[src/rtl/if_fetch_stage.sv]
// rtl/if_fetch_stage.sv - MIPS instruction-fetch stage with variable-latency imem handshake
//
// Ports:
//   clk, rst_n              clock, asynchronous active-low reset
//   StallF                  fetch stall from hazard unit (includes ImemBusyF)
//   PCSrcD, PCBranchD       taken branch from decode and its target
//   JumpD, PCJumpD          jump from decode and its target
//   imem_req, imem_addr     fetch request (held until acked) and address (= PCF)
//   imem_ack, imem_rdata    read-data-valid strobe and instruction word
//   PCF, PCPlus4F, instr    current PC, PC+4 and instruction toward IF/ID
//   ImemBusyF               fetch outstanding; F and D must stall
module if_fetch_stage #(
    parameter logic [31:0] RESET_PC  = 32'h0000_0000,
    parameter logic [31:0] NOP_INSTR = 32'h0000_0000
) (
    input  logic        clk,
    input  logic        rst_n,
    input  logic        StallF,
    input  logic        PCSrcD,
    input  logic [31:0] PCBranchD,
    input  logic        JumpD,
    input  logic [31:0] PCJumpD,
    output logic        imem_req,
    output logic [31:0] imem_addr,
    input  logic        imem_ack,
    input  logic [31:0] imem_rdata,
    output logic [31:0] PCF,
    output logic [31:0] PCPlus4F,
    output logic [31:0] instr,
    output logic        ImemBusyF
);

    typedef enum logic [1:0] {
        S_BOOT  = 2'd0,
        S_FETCH = 2'd1,
        S_HOLD  = 2'd2
    } state_t;

    state_t      state;
    state_t      state_next;
    logic [31:0] pc_q;
    logic [31:0] instr_buf;
    logic [31:0] next_pc;
    logic [31:0] target;
    logic        pc_advance;
    logic        capture;

    assign PCF       = pc_q;
    assign imem_addr = pc_q;
    assign PCPlus4F  = pc_q + 32'd4;

    // Jump outranks branch; the low two bits are cleared so a misaligned
    // target can never reach the instruction memory.
    always_comb begin
        target = PCPlus4F;
        if (JumpD) begin
            target = PCJumpD;
        end else if (PCSrcD) begin
            target = PCBranchD;
        end
        next_pc = target & 32'hFFFF_FFFC;
    end

    always_ff @(posedge clk or negedge rst_n) begin
        if (!rst_n) begin
            state     <= S_BOOT;
            pc_q      <= RESET_PC;
            instr_buf <= NOP_INSTR;
        end else begin
            state <= state_next;
            if (pc_advance) begin
                pc_q <= next_pc;
            end
            if (capture) begin
                instr_buf <= imem_rdata;
            end
        end
    end

    always_comb begin
        state_next = state;
        imem_req   = 1'b0;
        ImemBusyF  = 1'b1;
        instr      = NOP_INSTR;
        pc_advance = 1'b0;
        capture    = 1'b0;
        case (state)
            S_BOOT: begin
                state_next = S_FETCH;
            end
            S_FETCH: begin
                imem_req  = 1'b1;
                ImemBusyF = !imem_ack;
                if (imem_ack) begin
                    // Same-cycle bypass keeps zero-wait memory at one instruction per cycle.
                    instr = imem_rdata;
                    if (StallF) begin
                        // Downstream is stalled: park the word, since memory will not repeat it.
                        capture    = 1'b1;
                        state_next = S_HOLD;
                    end else begin
                        pc_advance = 1'b1;
                    end
                end
            end
            S_HOLD: begin
                ImemBusyF = 1'b0;
                instr     = instr_buf;
                if (!StallF) begin
                    pc_advance = 1'b1;
                    state_next = S_FETCH;
                end
            end
            default: begin
                state_next = S_BOOT;
            end
        endcase
    end

endmodule

[config.mk]
export PLATFORM = sky130hd
export DESIGN_NAME = if_fetch_stage
export DESIGN_NICKNAME = d
export VERILOG_FILES = /design/src/rtl/if_fetch_stage.sv
export SDC_FILE = /design/constraint.sdc
export NUM_CORES = 1
export LEC_CHECK = 0
export CORE_ASPECT_RATIO = 1.4
export CORE_MARGIN = 2
export CORE_UTILIZATION = 38
export DETAILED_ROUTE_END_ITERATION = 16
export PLACE_DENSITY = 0.84
export SYNTH_ARGS = -nofsm -noshare
export SYNTH_HDL_FRONTEND = slang
export SYNTH_SLANG_ARGS = --single-unit
[constraint.sdc]
create_clock -name clk -period 2.6 [get_ports clk]
set_input_delay 0.65 -clock clk [delete_from_list [all_inputs] [get_ports clk]]
set_output_delay 0.65 -clock clk [all_outputs]
set_load 0.005 [all_outputs]
Word-level counts from Yosys, hierarchy flattened

Cells that the tools add are included.

$add $sub $neg: 1
Reduce and logical (&&, ||, !) cells: 3
Eq/ne operators: 5
Mux-type cells: 16

Operators with widths:

| cell                                                                  | count |
|---|---|
| 32-bit 2-to-1 mux                                                     | 3 |
| 32-bit one-hot mux with 2 select lines                                | 1 |
| 32-bit by 3-bit adder with 32-bit output, second input constant       | 1 |
| 1-bit 2-to-1 mux                                                      | 6 |
| 2-bit 2-to-1 mux                                                      | 3 |
| 2-bit inequality test, second input constant                          | 3 |
| 2-bit one-hot mux with 3 select lines                                 | 1 |
| 1-bit one-hot mux with 2 select lines                                 | 2 |
| 3-bit AND reduction                                                   | 1 |
| 2-bit by 1-bit equality test with 1-bit output, second input constant | 1 |
| 2-bit equality test, second input constant                            | 1 |
| 2-bit zero test                                                       | 1 |
| 1-bit zero test                                                       | 1 |

Bits in registers: 64
Input bits: 102
Word-level logic and storage cells: 28

Depth between registers and ports, before layout

Depth after elaboration: 3
Mapped depth: 9
Gate-level depth less buffers: 6

Worst setup path after synthesis

Ideal clock, no wire load.

Path kind: register -> output
From: register pc_q[3], in the netlist PCF[3]
To: output PCPlus4F[30]
Buffers on the path: 1
Slack: -85 ps
Arrival time: 2035 ps
Stages on the path, launching flop included: 7
Cells stage by stage: dfrtp_1 -> ha_1 -> nand4_2 -> or4_1 -> buf_2 -> or4_4 -> xnor2_1

Cells in the longest elaborated chain, start to end: 1

Ends and longest elaborated chain:

| element                                  | RTL line | source |
|---|---|---|
| from (decl)                              | 41       | `logic [31:0] pc_q;` |
| from (signal assigned)                   | 72       | `pc_q <= next_pc;` |
| 32-bit by 3-bit adder with 32-bit output | 50       | `assign PCPlus4F = pc_q + 32'd4;` |
| to (decl)                                | 28       | `output logic [31:0] PCPlus4F,` |

Every way passes these cells.

Final worst setup path

From: register pc_q[11], in the netlist PCF[11]
To: output PCPlus4F[28]

The elaborated chain is that of the path after synthesis.

==> summary.md <==
| Metric | Value |
|---|---|
| Critical path startpoint category | `register` |
| Filler instances | `848` |
| Fmax | `333.9 MHz` |
| Layout Nets | `923` |
| Avg WL per Cell | `20.62 um` |
| FP Rows | `48` |
| Vias in the first global route | `5608` |
| RSZ-0062 raised after global routing | `yes` |
| Critical Path AT | `2.35 ns` |
| Layout Skew | `0.01266 ns` |
| Register area share after synthesis | `0.3330` |
| Unique masters post-synth | `62` |
| Vias per cell | `5.930` |
| Die W | `99.08 um` |
| Clk Tree Root Cell | `clkbuf_16` |
| Die area | `0.01359 mm2` |
| Initial antenna violation count | `0` |
| Slowest-stage cell, CP | `or4_4` |
| PortBufs | `221` |
| Area Overhead vs Synth | `76.74%` |
| Clk_lat worst skew | `0.33 ns` |
| Placed Instances | `911` |
| Status | `finished, violations left` |
| Final Max Slew Viols | `0` |
| HP Class | `input pin to async pin` |
| Initial Utilization | `0.3888` |
| Total CTS buffers | `9` |
| Core Util, Final | `0.6871` |
| TritonCTS Sinks | `64` |
| Post-synth EDFFs | `0` |
| First-pass GRT wire length | `28060 um` |
| WHS | `0.4043 ns` |
| Slew @ Worst Pin | `0.7932 ns` |
| # diodes | `0` |
| GRT Total Usage | `0.2608` |
| Final WS setup | `-0.3950 ns` |
| Drc violations | `0` |
| Crit path time final | `2.995 ns` |
| Crit path cell chain | `nand4_1, or4_4, buf_6, buf_6, or3_4, xnor2_2, buf_2` |
| Post-DRT Antenna Nets | `0` |
| Most frequent cells in the layout | `160 x clkdlybuf4s50_1, 99 x buf_4, 61 x dfrtp_1` |
| PD cells | `1049 mW/mm2` |
| Async set-or-reset flop fraction in the synthesized netlist | `1.000` |
| Leading cell type in the layout, fill and taps excluded | `clkdlybuf4s50_1` |
| CTS clk-pin slew, worst paths | `0.06 ns` |
| Detailed-router iteration count before antenna repair | `5` |
| Bufs and invs on worst path | `3` |
| Slew HR | `0.4712` |
| Max stage delay on crit path | `0.56 ns` |
| Cell mode on critical path | `buf_6` |
| Die height | `137.1 um` |
| Fraction of layout cells with a size suffix above 1 | `0.3362` |
| Footprint of the multi-input gates | `0.003128 mm2` |
| Place WS | `-0.4036 ns` |
| Longest Clk Path Bufs | `2` |
| Worst ir drop on vdd | `686.2 uV` |
| Largest delay contributor family on the critical path | `simple AND/OR/NAND/NOR gates` |
| Final setup viols | `19` |
| WL final | `20030 um` |
| Number of synthesis warnings | `0` |
| I/O pins | `232` |
| Routed vias | `5758` |
| H-tree levels | `3` |
| Failing checks | `negative setup slack` |
| Final Hold Violating Endpoints | `0` |
| Post-route clock period utilization | `1.152` |
| Critical path class | `register to primary output` |
| Element type at the critical path end | `primary output` |
| Hpwl dp | `13120 um` |
| Gate Count Post-Synth | `532` |
| Crit path max fanout | `3` |
| CTS tree | `built` |
| Critical Path RT | `1.95 ns` |
| FF+latch area | `0.001605 mm2` |
| Core Region | `0.01237 mm2` |
| Flops & latches, synth | `64` |
| Non-filler cells, final | `971` |
| Mapped Area | `0.004810 mm2` |
| Max Cap Viol | `0` |
| Average cell area after synthesis | `9.041 um2` |
| Overflow left after global routing | `0` |
| Gpl congestion | `0.8784` |
| Ys flop type | `dfrtp_1` |
| Leak | `3.564 nW` |
| Largest net degree at the start of global routing | `37` |
| Initial DRC Count | `339` |
## where the power goes
part	switching (W)	total [W]	internal, W
Clock	0.000481	0.00145	0.000968
Combinational	0.00255	0.00560	0.00305
Sequential	0.000372	0.00186	0.00149
## stage by stage
step,cell area [um2],setup TNS (ns),total power [W]
after global placement,7492,-10.99,0.006778
final,8501,-4.306,0.008913
after global routing,8501,-5.598,0.009358
after CTS,8117,-4.262,0.008491
after floorplan,4842,0,0.004235
after detailed placement,7492,-12.33,0.006927
## sequential cells by signal (all words and copies together), names as in the netlist
signal,flops
PCF,30
instr_buf,32
state,2
## kinds of logic (layout without fill, tap and decap cells)
logic type,after synthesis,count (layout),synth area share
simple gates,168,168,0.1977
flops,64,64,0.3330
compound gates,133,133,0.2037
mux,47,47,0.1064
buf+inv,90,374,0.1017
other cells,1,6,0.0007797
fa+ha+maj,5,5,0.01301
xor+xnor,24,24,0.04370
## cell type report
| cell class | instances | area share |
|---|---|---|
| Inverter | 13 | 0.005740 |
| Sequential cell | 64 | 0.1888 |
| Clock buffer | 10 | 0.02811 |
| Timing Repair Buffer | 345 | 0.3737 |
| Tap cell | 150 | 0.02208 |
| Clock inverter | 6 | 0.01354 |
| Multi-Input combinational cell | 383 | 0.3680 |
## synth_stat cells, types with 16 or more instances
library cell	count	area, um2
a21oi_1	18	90.09
mux2_2	33	371.6
a22oi_1	33	247.7
nor2b_1	33	206.5
dfrtp_1	64	1602
nor2_1	20	75.07
o211ai_1	16	120.1
xnor2_1	16	140.1
nand2_1	28	105.1
clkbuf_1	30	112.6
buf_4	36	270.3
nand3_1	20	100.1
## metal layers
layer	track usage	share of wire
met1	0.2745	0.35
met2	0.4925	0.52
met3	0.05465	0.086
met4	0.1172	0.044
met5	0	0
## timing repair
action	in CTS	in global routing
setup buffers	19	25
endpoints found under the hold margin	0	0
hold buffers	0	0
gates cloned	2	0
pin swaps	8	19
resized for setup	138	88
setup endpoints to repair	58	43
## path summary, 6_finish.rpt
kind | start | endpoint | slack [ns] | cells after the start
setup reg to reg | state[0] | PCF[30] | 0.33 | 9
max in group asynchronous | rst_n | PCF[2] | 1.52 | 2
hold / removal | rst_n | instr_buf[14] | 0.40 | 1
setup / recovery | PCF[11] | PCPlus4F[28] | -0.40 | 7
hold reg to reg | instr_buf[3] | instr_buf[3] | 0.51 | 1
min in group clk | instr_buf[3] | instr_buf[3] | 0.51 | 1
Power figures use the tool's default switching activity.
